<file path="config.mk">
export PLATFORM = sky130hd
export DESIGN_NAME = exec_sequencer_flat
export DESIGN_NICKNAME = d
export VERILOG_FILES = /design/src/rtl/exec_sequencer_if.sv /design/src/rtl/exec_sequencer.sv /design/src/flat_wrapper.sv
export SDC_FILE = /design/constraint.sdc
export NUM_CORES = 1
export LEC_CHECK = 0
export CAP_MARGIN = 20
export CORE_AREA = 2 2 174 125
export CTS_CLUSTER_DIAMETER = 40
export DETAILED_ROUTE_END_ITERATION = 7
export DIE_AREA = 0 0 176 127
export GPL_TIMING_DRIVEN = 1
export PLACE_DENSITY = 0.7
export RECOVER_POWER = 100
export SLEW_MARGIN = 15
export SYNTH_ARGS = -nofsm -noshare
export SYNTH_HDL_FRONTEND = slang
export SYNTH_SLANG_ARGS = --single-unit
</file>
<file path="constraint.sdc">
create_clock -name clk -period 13.6 [get_ports clk]
set_clock_uncertainty 0.2 [all_clocks]
set_input_delay 2.72 -clock clk [delete_from_list [all_inputs] [get_ports clk]]
set_output_delay 2.72 -clock clk [all_outputs]
set_load 0.01 [all_outputs]
</file>
<file path="src/rtl/exec_sequencer_if.sv">
// exec_sequencer_if: decode, ALU-gating and writeback signals of the execute sequencer
//   master: sequencer side (drives dec_ready, alu_can_execute, wb_valid/wb_reg/wb_data)
//   slave : decode/ALU/register-file side (drives dec_*, alu_result*, wb_ready)
interface exec_sequencer_if #(parameter int DATA_WIDTH = 64);
  logic                  dec_valid;
  logic                  dec_ready;
  logic [7:0]            dec_opcode;
  logic [1:0]            dec_opcode_length;
  logic                  dec_has_ext;
  logic [2:0]            dec_ext_opcode;
  logic                  dec_writes_dest;
  logic [3:0]            dec_dest_reg;
  logic [3:0]            dec_dest_reg_special;
  logic                  dec_dest_special_valid;
  logic                  alu_can_execute;
  logic [DATA_WIDTH-1:0] alu_result;
  logic [DATA_WIDTH-1:0] alu_result_special;
  logic                  wb_valid;
  logic                  wb_ready;
  logic [3:0]            wb_reg;
  logic [DATA_WIDTH-1:0] wb_data;
  modport master (
    input  dec_valid, dec_opcode, dec_opcode_length, dec_has_ext, dec_ext_opcode,
           dec_writes_dest, dec_dest_reg, dec_dest_reg_special, dec_dest_special_valid,
           alu_result, alu_result_special, wb_ready,
    output dec_ready, alu_can_execute, wb_valid, wb_reg, wb_data
  );
  modport slave (
    output dec_valid, dec_opcode, dec_opcode_length, dec_has_ext, dec_ext_opcode,
           dec_writes_dest, dec_dest_reg, dec_dest_reg_special, dec_dest_special_valid,
           alu_result, alu_result_special, wb_ready,
    input  dec_ready, alu_can_execute, wb_valid, wb_reg, wb_data
  );
endinterface

</file>
<file path="src/rtl/exec_sequencer.sv">
// exec_sequencer: one-op-in-flight sequencer between decode, the execute ALU and register writeback
//   clk, reset     : clock, asynchronous active-high reset
//   bus (master)   : decode valid/ready, ALU enable/results, single-port writeback valid/ready
//   halted         : sticky, set once a RET/RETF/IRET op has been accepted
//   retired_count  : wrapping count of retired ops
module exec_sequencer #(
  parameter int MUL_LATENCY = 3,
  parameter int DATA_WIDTH  = 64
) (
  input  logic                clk,
  input  logic                reset,
  exec_sequencer_if.master    bus,
  output logic                halted,
  output logic [31:0]         retired_count
);
  typedef enum logic [2:0] {IDLE, EXEC, MUL_WAIT, WB_PRI, WB_SPC, HALT} state_t;
  localparam logic [3:0] CNT_INIT = 4'(MUL_LATENCY - 1);
  state_t                state_q, state_d;
  logic [3:0]            cnt_q, cnt_d, dest_q, dest_d, spc_reg_q, spc_reg_d, wb_reg_q, wb_reg_d;
  logic                  wr_q, wr_d, spv_q, spv_d, dec_ready_q, dec_ready_d;
  logic                  alu_en_q, alu_en_d, wb_valid_q, wb_valid_d, halted_q, halted_d;
  logic [DATA_WIDTH-1:0] spc_q, spc_d, wb_data_q, wb_data_d;
  logic [31:0]           retired_count_q, retired_count_d;
  logic                  is_halt, is_mul, accept, retire;
  always_comb begin
    is_halt = bus.dec_opcode_length == 2'd1 &&
              (bus.dec_opcode == 8'hC3 || bus.dec_opcode == 8'hCB || bus.dec_opcode == 8'hCF);
    is_mul  = (bus.dec_opcode_length == 2'd1 &&
               ((bus.dec_opcode == 8'hF7 && bus.dec_has_ext &&
                 (bus.dec_ext_opcode == 3'd4 || bus.dec_ext_opcode == 3'd5)) ||
                bus.dec_opcode == 8'h6B || bus.dec_opcode == 8'h69)) ||
              (bus.dec_opcode_length == 2'd2 && bus.dec_opcode == 8'hAF);
    // dec_ready_q is only ever high in IDLE, so it doubles as the IDLE qualifier
    accept  = dec_ready_q & bus.dec_valid;
    state_d = accept                ? (is_halt ? HALT : is_mul ? MUL_WAIT : EXEC) :
              state_q == EXEC       ? (wr_q ? WB_PRI : IDLE) :
              state_q == MUL_WAIT   ? (cnt_q == 4'd0 ? WB_PRI : MUL_WAIT) :
              state_q == WB_PRI     ? (bus.wb_ready ? (spv_q ? WB_SPC : IDLE) : WB_PRI) :
              state_q == WB_SPC     ? (bus.wb_ready ? IDLE : WB_SPC) : state_q;
    cnt_d     = accept ? CNT_INIT : (state_q == MUL_WAIT && cnt_q != 4'd0) ? cnt_q - 4'd1 : cnt_q;
    dest_d    = accept ? bus.dec_dest_reg : dest_q;
    spc_reg_d = accept ? bus.dec_dest_reg_special : spc_reg_q;
    wr_d      = accept ? bus.dec_writes_dest : wr_q;
    // a secondary write only makes sense alongside a primary one
    spv_d     = accept ? bus.dec_dest_special_valid & bus.dec_writes_dest : spv_q;
    spc_d     = (state_q == MUL_WAIT && cnt_q == 4'd0) ? bus.alu_result_special : spc_q;
    retire    = (state_d == IDLE && (state_q == EXEC || state_q == WB_PRI || state_q == WB_SPC)) ||
                (state_d == HALT && state_q == IDLE);
    retired_count_d = retired_count_q + {31'd0, retire};
    // outputs are registered from the next state so they line up with the state register
    dec_ready_d = state_d == IDLE;
    alu_en_d    = state_d == EXEC || state_d == MUL_WAIT;
    halted_d    = state_d == HALT;
    wb_valid_d  = state_d == WB_PRI || state_d == WB_SPC;
    wb_reg_d    = state_d == WB_PRI ? dest_d : state_d == WB_SPC ? spc_reg_d : 4'd0;
    // wb_data_q itself holds the primary result while WB_PRI stalls
    wb_data_d   = state_d == WB_PRI ? (state_q == WB_PRI ? wb_data_q : bus.alu_result) :
                  state_d == WB_SPC ? spc_d : '0;
  end
  always_ff @(posedge clk or posedge reset) begin
    if (reset) begin
      state_q         <= IDLE;
      cnt_q           <= '0;
      dest_q          <= '0;
      spc_reg_q       <= '0;
      wr_q            <= 1'b0;
      spv_q           <= 1'b0;
      spc_q           <= '0;
      retired_count_q <= '0;
      dec_ready_q     <= 1'b0;
      alu_en_q        <= 1'b0;
      halted_q        <= 1'b0;
      wb_valid_q      <= 1'b0;
      wb_reg_q        <= '0;
      wb_data_q       <= '0;
    end else begin
      state_q         <= state_d;
      cnt_q           <= cnt_d;
      dest_q          <= dest_d;
      spc_reg_q       <= spc_reg_d;
      wr_q            <= wr_d;
      spv_q           <= spv_d;
      spc_q           <= spc_d;
      retired_count_q <= retired_count_d;
      dec_ready_q     <= dec_ready_d;
      alu_en_q        <= alu_en_d;
      halted_q        <= halted_d;
      wb_valid_q      <= wb_valid_d;
      wb_reg_q        <= wb_reg_d;
      wb_data_q       <= wb_data_d;
    end
  end
  assign bus.dec_ready       = dec_ready_q;
  assign bus.alu_can_execute = alu_en_q;
  assign bus.wb_valid        = wb_valid_q;
  assign bus.wb_reg          = wb_reg_q;
  assign bus.wb_data         = wb_data_q;
  assign halted              = halted_q;
  assign retired_count       = retired_count_q;
endmodule

</file>
<file path="src/flat_wrapper.sv">
// flat-port wrapper written by rule: the top's interface ports become plain ports
module exec_sequencer_flat 
#(
  parameter int MUL_LATENCY = 3,
  parameter int DATA_WIDTH  = 64
)
  (clk, reset, halted, retired_count, bus_dec_valid, bus_dec_opcode, bus_dec_opcode_length, bus_dec_has_ext, bus_dec_ext_opcode, bus_dec_writes_dest, bus_dec_dest_reg, bus_dec_dest_reg_special, bus_dec_dest_special_valid, bus_alu_result, bus_alu_result_special, bus_wb_ready, bus_dec_ready, bus_alu_can_execute, bus_wb_valid, bus_wb_reg, bus_wb_data);
  exec_sequencer_if #(.DATA_WIDTH(DATA_WIDTH)) bus_i ();
  input  logic clk;
  input  logic reset;
  output logic halted;
  output logic [31:0] retired_count;
  input wire logic [$bits(bus_i.dec_valid)-1:0] bus_dec_valid;
  input wire logic [$bits(bus_i.dec_opcode)-1:0] bus_dec_opcode;
  input wire logic [$bits(bus_i.dec_opcode_length)-1:0] bus_dec_opcode_length;
  input wire logic [$bits(bus_i.dec_has_ext)-1:0] bus_dec_has_ext;
  input wire logic [$bits(bus_i.dec_ext_opcode)-1:0] bus_dec_ext_opcode;
  input wire logic [$bits(bus_i.dec_writes_dest)-1:0] bus_dec_writes_dest;
  input wire logic [$bits(bus_i.dec_dest_reg)-1:0] bus_dec_dest_reg;
  input wire logic [$bits(bus_i.dec_dest_reg_special)-1:0] bus_dec_dest_reg_special;
  input wire logic [$bits(bus_i.dec_dest_special_valid)-1:0] bus_dec_dest_special_valid;
  input wire logic [$bits(bus_i.alu_result)-1:0] bus_alu_result;
  input wire logic [$bits(bus_i.alu_result_special)-1:0] bus_alu_result_special;
  input wire logic [$bits(bus_i.wb_ready)-1:0] bus_wb_ready;
  output wire logic [$bits(bus_i.dec_ready)-1:0] bus_dec_ready;
  output wire logic [$bits(bus_i.alu_can_execute)-1:0] bus_alu_can_execute;
  output wire logic [$bits(bus_i.wb_valid)-1:0] bus_wb_valid;
  output wire logic [$bits(bus_i.wb_reg)-1:0] bus_wb_reg;
  output wire logic [$bits(bus_i.wb_data)-1:0] bus_wb_data;
  assign bus_i.dec_valid = bus_dec_valid;
  assign bus_i.dec_opcode = bus_dec_opcode;
  assign bus_i.dec_opcode_length = bus_dec_opcode_length;
  assign bus_i.dec_has_ext = bus_dec_has_ext;
  assign bus_i.dec_ext_opcode = bus_dec_ext_opcode;
  assign bus_i.dec_writes_dest = bus_dec_writes_dest;
  assign bus_i.dec_dest_reg = bus_dec_dest_reg;
  assign bus_i.dec_dest_reg_special = bus_dec_dest_reg_special;
  assign bus_i.dec_dest_special_valid = bus_dec_dest_special_valid;
  assign bus_i.alu_result = bus_alu_result;
  assign bus_i.alu_result_special = bus_alu_result_special;
  assign bus_i.wb_ready = bus_wb_ready;
  assign bus_dec_ready = bus_i.dec_ready;
  assign bus_alu_can_execute = bus_i.alu_can_execute;
  assign bus_wb_valid = bus_i.wb_valid;
  assign bus_wb_reg = bus_i.wb_reg;
  assign bus_wb_data = bus_i.wb_data;
  exec_sequencer #(.MUL_LATENCY(MUL_LATENCY), .DATA_WIDTH(DATA_WIDTH)) u_core (.clk(clk), .reset(reset), .bus(bus_i), .halted(halted), .retired_count(retired_count));
endmodule
</file>
# Word level (Yosys, flattened, before mapping)
# Index checks and enable logic that the tools add are counted.
[word_totals]
ff_bits = 185
input_bits = 156
output_inout_bits = 104
wordCells = 86
[op_classes]
add_sub_neg = 2
eq_ne = 21
muxes = 22
bitwise = 2
n_reduce_logical = 25
[ops]
columns = ["cell", "count"]
rows = [
  ["$mux W64", 4],
  ["$eq A8 B8 Y1 const B", 5],
  ["$add A32 B1 Y32", 1],
  ["$mux W3", 9],
  ["$mux W4", 6],
  ["$eq A8 B7 Y1 const B", 2],
  ["$eq A3 B3 Y1 const B", 5],
  ["$eq A3 B2 Y1 const B", 4],
  ["$logic_or A1 B1 Y1", 11],
  ["$logic_and A1 B1 Y1", 9],
  ["$eq A3 B1 Y1 const B", 2],
  ["$logic_not A3 Y1", 2],
  ["$logic_not A4 Y1", 1],
  ["$mux W2", 2],
  ["$reduce_bool A4 Y1", 1],
  ["$sub A4 B1 Y4 const B", 1],
  ["$and A1 B1 Y1", 2],
  ["$eq A2 B1 Y1 const B", 1],
  ["$eq A2 B2 Y1 const B", 1],
  ["$ne A2 B2 Y1 const B", 1],
  ["$reduce_bool A2 Y1", 1],
  ["$mux W1", 1],
]

# Longest topological paths before layout
# Gate-level depths: netlist (run 1).
[depth]
word_depth = 14
ltp_mapped = 17

# Least setup slack after synthesis (run 1)
# No wires, ideal clock.
[synth_path]
path_kind = "in2reg"
start = "input port bus_dec_valid"
end = "register u_core.retired_count_q[18], in the netlist u_core.retired_count[18]"
t_arrival_ns = 5.189
slack_ns = 8.086
path_stages = 14
path_buffers = 3
path_cell_list = "nand2_1 -> o21ai_1 -> a31oi_1 -> clkbuf_1 -> o2111ai_1 -> o41ai_1 -> ha_1 -> ha_1 -> and2_1 -> clkbuf_1 -> and3_1 -> clkbuf_1 -> nand4_1 -> xnor2_1"
[synth_via]
elab_chain_len = 6
word_cells_on_any_way = 8
classes_between = "1 x add/sub; 1 x eq/ne; 1 x mux; 1 x bitwise; 4 x reduce/logical"
[synth_lines]
columns = ["item", "line_no", "rtl"]
rows = [
  ["start: declaration", "flat_wrapper.sv:13", "input wire logic [$bits(bus_i.dec_valid)-1:0] bus_dec_valid;"],
  ["$and A1 B1 Y1 (*)", "exec_sequencer.sv:34", "accept = dec_ready_q & bus.dec_valid;"],
  ["$mux W3 (*)", "exec_sequencer.sv:35", "state_d = accept ? (is_halt ? HALT : is_mul ? MUL_WAIT : EXEC) :"],
  ["$eq A3 B3 Y1 / $logic_not A3 Y1 (equally long branches)", "exec_sequencer.sv:48, exec_sequencer.sv:47", ""],
  ["$logic_and A1 B1 Y1, on equally long branches", "exec_sequencer.sv:48, exec_sequencer.sv:47", ""],
  ["$logic_or A1 B1 Y1 (*)", "exec_sequencer.sv:47", "retire = (state_d == IDLE && (state_q == EXEC || state_q == WB_PRI || state_q == WB_SPC)) ||"],
  ["$add A32 B1 Y32 (*)", "exec_sequencer.sv:49", "retired_count_d = retired_count_q + {31'd0, retire};"],
  ["net u_core.retired_count_d[18]", "exec_sequencer.sv:23", "logic [31:0] retired_count_q, retired_count_d;"],
  ["end signal: assignment", "exec_sequencer.sv:84", "retired_count_q <= retired_count_d;"],
  ["end: declaration", "exec_sequencer.sv:23", ""],
]
# Mark *: on every way through the listed nets, which the timed path passes. The rest lies on a longest branch.
# A chain may end at the register's enable or synchronous reset.

# Final worst setup path (run 1)
# Ends and elaborated chain as after synthesis.

==> impl_metrics.csv, run 1 <==
group,metric,value,unit
critical_path,startpoint,"bus_dec_valid",
clock_network,numClockSinks,185,
global_route,grt_pass1_wl,35990,um
floorplanning,core,20530,um2
layout,fill_cells,1731,
clock_network,path_clk_slew,0.07,ns
placement,portBuffers,258,
critical_path,crit_fanout,69,
critical_path,worst_r2r_path_depth,12,
placement,dp.final_hpwl,14340,um
power,power.leakage,5.343,nW
floorplanning,dieArea,22350,um2
yosys,synth_edf_count,0,
hold_path,hold_path.class,"reg -> reg",
layout,finalNetCount,1071,
clock_network,clk_latency,0.42,ns
critical_path,rr_endpoint,"u_core.retired_count[18]$_DFF_PP0_",
timing,slew_headroom,-229.6,%
yosys,syn_area,8180,um2
yosys,avgSynthCellArea,12.10,um2
layout,seq_area,4629,um2
drt,remaining_drc_errors,0,
layout,area_delta_synth_final,41.42,%
clock_network,cts_root_buf,"clkbuf_16",
global_route,grt_pass1_vias,6662,
drt,drt_iter0_drc,338,
critical_path,critPathKind,"in -> reg",
yosys,synth_compound_area_share,12.65,%
global_route,gr-total-overflow,0,
critical_path,crit_slowest_cell,"clkbuf_1",
yosys,synthMuxAreaShare,8.810,%
critical_path,arrival,8.74,ns
power,switching_share,32.68,%
timing,rsz0062_at_grt,"false",
yosys,syn_inst,676,
power,p_clk_share,22.4,%
yosys,synthAdderAreaFrac,0.6118,%
power,p_seq_share,39.6,%
yosys,yosysMostFrequentCell,"dfrtp_1",
timing,hold_viol_final,0,
yosys,synth_top_cells_by_area,"dfrtp_1 57%, mux2_2 7.6%, a2bb2oi_1 6.9%",
critical_path,reg2reg_from,"u_core.bus.dec_ready$_DFF_PP0_",
timing,finalSetupViolCount,0,
timing,period_share,63.45,%
drt,vias,6195,
critical_path,startpoint_type,"input pin",
clock_network,cts_resized,0,
drt,dr.pass1.iters,4,
timing,fmax,115.9,MHz
power,peakVddDrop,0.1019,mV
timing,fin_tns_setup,0,ns
yosys,yosysUniqueCellTypes,45,
power,combPwrFrac,38.0,%
status,status,"finished, violations left",
yosys,synth_common_cells,"185 x dfrtp_1, 64 x a2bb2oi_1, 59 x o21ai_1",
timing,min_period,8.629,ns
critical_path,endpoint_kind,"flip-flop",
clock_network,cts_buffers,17,
clock_network,cts_max_path_buffers,2,
yosys,async_flop_share,100.0,%
yosys,synth_top_family_by_area,"simple AND/OR/NAND/NOR gates",
timing,finalMaxSlewViolations,183,
drt,ant_nets,0,
yosys,seq_area_frac_synth,56.59,%
global_route,antenna_found_initial,6,
floorplanning,floorplan.initialDensity,39.84,%
clock_network,post_cts_buffers,0,
drt,viasPerCell,5.145,
critical_path,crit_path_end,"u_core.retired_count[18]$_DFF_PP0_",
yosys,synth_flop_cell,"dfrtp_1",
yosys,yosysWarnings,0,
yosys,synth_simple_gate_area_share,14.87,%
yosys,ys_ff_latch,185,
global_route,grt_usage,20.44,%
critical_path,crit_path_frequent_cell,"ha_1",
global_route,grt_max_degree,113,
status,violations,"max-capacitance violations, max-slew violations",
power,p_total,0.002212,W
floorplanning,fp.dieH,127,um
placement,routabilityCongestion,0.8369,
drt,wl_per_cell,18.38,um
power,p_int,0.001489,W
power,netSwitchingPower,0.0007229,W
critical_path,slowest_delay,2.01,ns
clock_network,cts_hold_buf,0,
layout,layout-drive-gt1-share,14.72,%
drt,routed_wl,22130,um
clock_network,cts_max_level,4,
layout,multi_input_area,3353,um2
yosys,synth.largest_area_cell,"dfrtp_1",
yosys,yosysTopAreaCellShare,56.59,%
critical_path,path_cells,"dlygate4sd3_1 -> nand2_1 -> o21ai_0 -> a31oi_4 -> clkbuf_1 -> o2111ai_1 -> o41ai_1 -> ha_1 -> ha_1 -> and2_0 -> and3_1 -> nand4_1 -> xnor2_1",
critical_path,cp_data_required_time,13.72,ns
clock_network,cts_tree,"yes",
yosys,syn_nets,836,
critical_path,reg2reg_slack,7.42,ns
power,power_density,191.2,nW/um2
job,maxCapViolations,2,
yosys,synth_xor_area_share,3.533,%
floorplanning,row_count,44,
timing,tightest_slew,4.917,ns
floorplanning,io_pins,260,
floorplanning,die_x,176,um
## power by group through the flow
stage          clock [W]  sequential, W  combinational [W]
3_3_place_gp           0       0.000882           0.000882
5_1_grt         0.000532       0.000906           0.000920
3_5_place_dp           0       0.000884           0.000892
4_1_cts         0.000507       0.000880           0.000895
6_report        0.000494       0.000876           0.000842
2_1_floorplan          0       0.000920           0.000452
## worst max-delay path, delay by kind of cell
family,cells,cell delay (ns)
buffers and inverters,2,2.56
and+or+nand+nor,4,1.51
xor gates and xnor gates,1,0.14
AOI/OAI and AO/OA,4,1.28
adders and majority gates,2,0.53
## layout make-up
cell class	instances	share of cell area, %
clock inverter	13	1.157
inverter	5	0.1730
antenna	4	0.08652
clock buffer	19	3.915
multi-input combinational	438	28.99
tap	276	2.985
sequential	185	40.02
timing repair buffer	264	22.68
## cell families (layout without fill, tap and decap cells)
| family | after synthesis | in the layout |
|---|---|---|
| XOR/XNOR | 33 | 33 |
| other | 0 | 4 |
| multiplexers | 64 | 64 |
| buffers and inverters | 53 | 301 |
| AND/OR/NAND/NOR | 188 | 188 |
| AO/OA/AOI/OAI | 149 | 149 |
| adder cells (fa/ha/maj) | 4 | 4 |
| flip-flops | 185 | 185 |
## metrics by stage
step,utilization [%],std cells,worst slack (ns),hold slack [ns],instance area (um2)
2_1_floorplan,-,676,5.651,0.2399,8180
3_3_place_gp,53.48,1168,6.555,0.2566,10980
3_5_place_dp,53.48,1168,6.541,0.2600,10980
4_1_cts,56.34,1200,6.981,0.2767,11570
5_1_grt,56.32,1203,4.183,0.3043,11570
6_report,56.34,1204,4.971,0.2741,11570
## worst min-delay path by stage
stage / from / slack (ns) / cells past startpoint / endpoint
2_1_floorplan: u_core.spv_q$_DFFE_PP0P_ / 0.24 / 2 / u_core.spv_q$_DFFE_PP0P_
3_3_place_gp: u_core.dest_q[1]$_DFF_PP0_ / 0.26 / 2 / u_core.dest_q[1]$_DFF_PP0_
3_5_place_dp: u_core.spc_reg_q[2]$_DFF_PP0_ / 0.26 / 2 / u_core.spc_reg_q[2]$_DFF_PP0_
4_1_cts: u_core.spc_reg_q[2]$_DFF_PP0_ / 0.28 / 2 / u_core.spc_reg_q[2]$_DFF_PP0_
5_1_grt: u_core.spc_q[44]$_DFF_PP0_ / 0.30 / 1 / u_core.spc_q[44]$_DFF_PP0_
6_report: u_core.spc_reg_q[2]$_DFF_PP0_ / 0.27 / 2 / u_core.spc_reg_q[2]$_DFF_PP0_
## layout by cell type, fill, tap and decap left out, types with 5 or more instances in the layout
cell,count
a2bb2oi_1,64
and3_1,12
and4_1,8
buf_4,5
clkbuf_16,17
clkdlybuf4s50_1,88
dfrtp_1,185
dlygate4sd3_1,170
mux2_1,9
mux2_2,55
nand2_1,51
nand3_1,14
nand4_1,5
nor2_1,5
nor3_1,5
o21ai_0,11
o21ai_1,58
or3b_1,32
or3b_2,32
xnor2_1,25
xor2_1,8
## layer usage
metal  share of wire (%)  routed length [um]  global-route usage [%]
met1                  47               10430                   28.13
met2                  44                9685                   30.69
met3                 7.0                1539                   6.042
met4                 2.1                 454                   7.730
met5                0.11                  24                       0
(Power assumes the default switching activity.)
==> inputs of run 2 (changes only) <==
Settings changed: PLACE_DENSITY 0.7 to 0.73.
Clock period 13.6 ns to 7.71 ns, I/O delays scaled along.
==> run 2 against run 1 <==
Against the previous run: the flow still finishes with violations (max-capacitance violations, max-slew violations); final cell count decreased by 0.25%; total power increased by 75%; via count increased by 0.66%; die area unchanged; sequential power increased by 77%; utilization decreased by 0.17 points; combinational power increased by 73%; flip-flop and latch count unchanged; routed wire length increased by 0.48%; global-route usage decreased by 0.27 points; clock power increased by 75%; largest cell class unchanged; largest power group unchanged.
==> impl_metrics.csv, run 2 (synthesis gave the netlist of run 1 again) <==
group,metric,value,unit
floorplanning,dieArea,22350,um2
critical_path,startpoint_type,"flip-flop",
status,violations,"max-capacitance violations, max-slew violations",
drt,drt_iter0_drc,302,
placement,dp.final_hpwl,14570,um
drt,wl_per_cell,18.52,um
drt,ant_nets,0,
timing,min_period,5.962,ns
critical_path,cp_data_required_time,7.83,ns
drt,remaining_drc_errors,0,
clock_network,cts_tree,"yes",
critical_path,crit_fanout,67,
floorplanning,row_count,44,
layout,fill_cells,1750,
critical_path,rr_endpoint,"u_core.retired_count[18]$_DFF_PP0_",
status,status,"finished, violations left",
layout,area_delta_synth_final,40.99,%
floorplanning,floorplan.initialDensity,39.84,%
timing,finalMaxSlewViolations,126,
clock_network,cts_max_path_buffers,2,
critical_path,crit_path_frequent_cell,"ha_1",
global_route,antenna_found_initial,1,
timing,fin_tns_setup,0,ns
critical_path,crit_slowest_cell,"nand2_1",
placement,dpl-instance-area,10980,um2
power,power.leakage,5.295,nW
global_route,grt_pass1_wl,35470,um
drt,routed_wl,22240,um
drt,dr.pass1.iters,4,
power,p_total,0.003876,W
global_route,grt_usage,20.18,%
hold_path,whs_path_depth,2,
layout,final_cell_area,11530,um2
placement,routabilityCongestion,0.7994,
timing,period_share,77.33,%
drt,vias,6236,
clock_network,post_cts_buffers,0,
layout,mostFrequentLayoutCells,"185 x dfrtp_1, 152 x clkdlybuf4s50_1, 106 x dlygate4sd3_1",
timing,slew_headroom,-109.0,%
floorplanning,core,20530,um2
critical_path,endpoint_kind,"flip-flop",
layout,final_core_util,56.17,%
clock_network,clk_latency,0.43,ns
timing,hold_viol_final,0,
clock_network,cts_root_buf,"clkbuf_16",
floorplanning,io_pins,260,
critical_path,slowest_delay,1.74,ns
power,peakVddDrop,0.1780,mV
hold_path,hold_path.startpoint,"u_core.dest_q[3]$_DFF_PP0_",
global_route,grt_pass1_vias,6434,
clock_network,cts_hold_buf,0,
global_route,grt_max_degree,130,
clock_network,cts_buffers,17,
clock_network,path_clk_slew,0.07,ns
power,power_density,336.0,nW/um2
layout,finalNetCount,1071,
drt,viasPerCell,5.192,
hold_path,hold_path.class,"reg -> reg",
critical_path,critPathKind,"reg -> reg",
layout,layout-drive-gt1-share,12.88,%
clock_network,cts_resized,0,
timing,fmax,167.7,MHz
floorplanning,fp.dieH,127,um
timing,finalSetupViolCount,0,
timing,rsz0062_at_grt,"false",
global_route,gr-total-overflow,0,
placement,portBuffers,258,
clock_network,numClockSinks,185,
critical_path,path_cells,"inv_1 -> ha_1 -> nor3b_1 -> nand2_1 -> and2_0 -> a211o_1 -> o41ai_1 -> ha_1 -> ha_1 -> and2_0 -> and3_1 -> nand4_1 -> xnor2_1",
critical_path,worst_r2r_path_depth,13,
hold_path,hold_end,"u_core.dest_q[3]$_DFF_PP0_",
job,maxCapViolations,2,
clock_network,cts_max_level,4,
layout,layout.cells.most_common,"dfrtp_1",
critical_path,reg2reg_slack,1.75,ns
critical_path,reg2reg_from,"u_core.cnt_q[0]$_DFFE_PP0P_",
floorplanning,die_x,176,um
critical_path,arrival,6.08,ns
timing,tightest_slew,3.135,ns
-- run 2: changes by cell type in the layout (fill, tap and decap cells not counted), moves of 14 or more --
cell / change
clkdlybuf4s50_1: +64
dlygate4sd3_1: -64
o21ai_0: +55
o21ai_1: -55
mux2_1: +14
mux2_2: -14
-- run 2: stage by stage --
step / setup slack (ns) / hold slack [ns] / instances
2_1_floorplan: 0.9393 / 0.2399 / 676
3_3_place_gp: 1.980 / 0.2555 / 1168
3_5_place_dp: 1.901 / 0.2633 / 1168
4_1_cts: 2.351 / 0.2798 / 1200
5_1_grt: 1.122 / 0.2952 / 1201
6_report: 1.748 / 0.2785 / 1201
-- run 2: layout make-up --
type                            instances  area, um2  area share, %
Sequential cell                       185       4629          40.14
Multi-Input combinational cell        438       3326          28.83
Timing Repair Buffer                  264       2621          22.73
Clock buffer                           19      452.9          3.927
Tap cell                              276      345.3          2.994
Clock inverter                         13      130.1          1.128
Inverter                                5      26.28         0.2278
Antenna cell                            1      2.502        0.02170
-- run 2: metal layers --
metal | global-route usage [%] | share of wire, %
met5 | 0 | 0
met4 | 6.174 | 1.9
met3 | 5.685 | 5.9
met2 | 30.66 | 45
met1 | 28.21 | 47
-- run 2: power breakdown --
group          switching, W  total, W  leakage [nW]  internal [W]
clock network      0.000417  0.000863         0.288      0.000446
registers          0.000179   0.00155          2.37       0.00137
logic              0.000689   0.00146          2.64      0.000776
-- run 2: worst max-delay path by stage --
stage,start,endpoint
CTS,bus_dec_valid,u_core.retired_count[18]$_DFF_PP0_
finish,u_core.cnt_q[0]$_DFFE_PP0P_,u_core.retired_count[18]$_DFF_PP0_
global placement,bus_dec_valid,u_core.retired_count[18]$_DFF_PP0_
detailed placement,bus_dec_valid,u_core.retired_count[18]$_DFF_PP0_
floorplan,reset,u_core.bus.alu_can_execute$_DFF_PP0_
global route,u_core.cnt_q[0]$_DFFE_PP0P_,u_core.retired_count[18]$_DFF_PP0_
-- run 2: worst max-delay path: cells and delay by family, from the launching register on --
family          cells  cell delay (ns)
flops               1             0.41
fa+ha+maj           3             0.67
buf+inv             1             0.09
xor+xnor            1             0.14
simple gates        6             3.67
compound gates      2             0.66
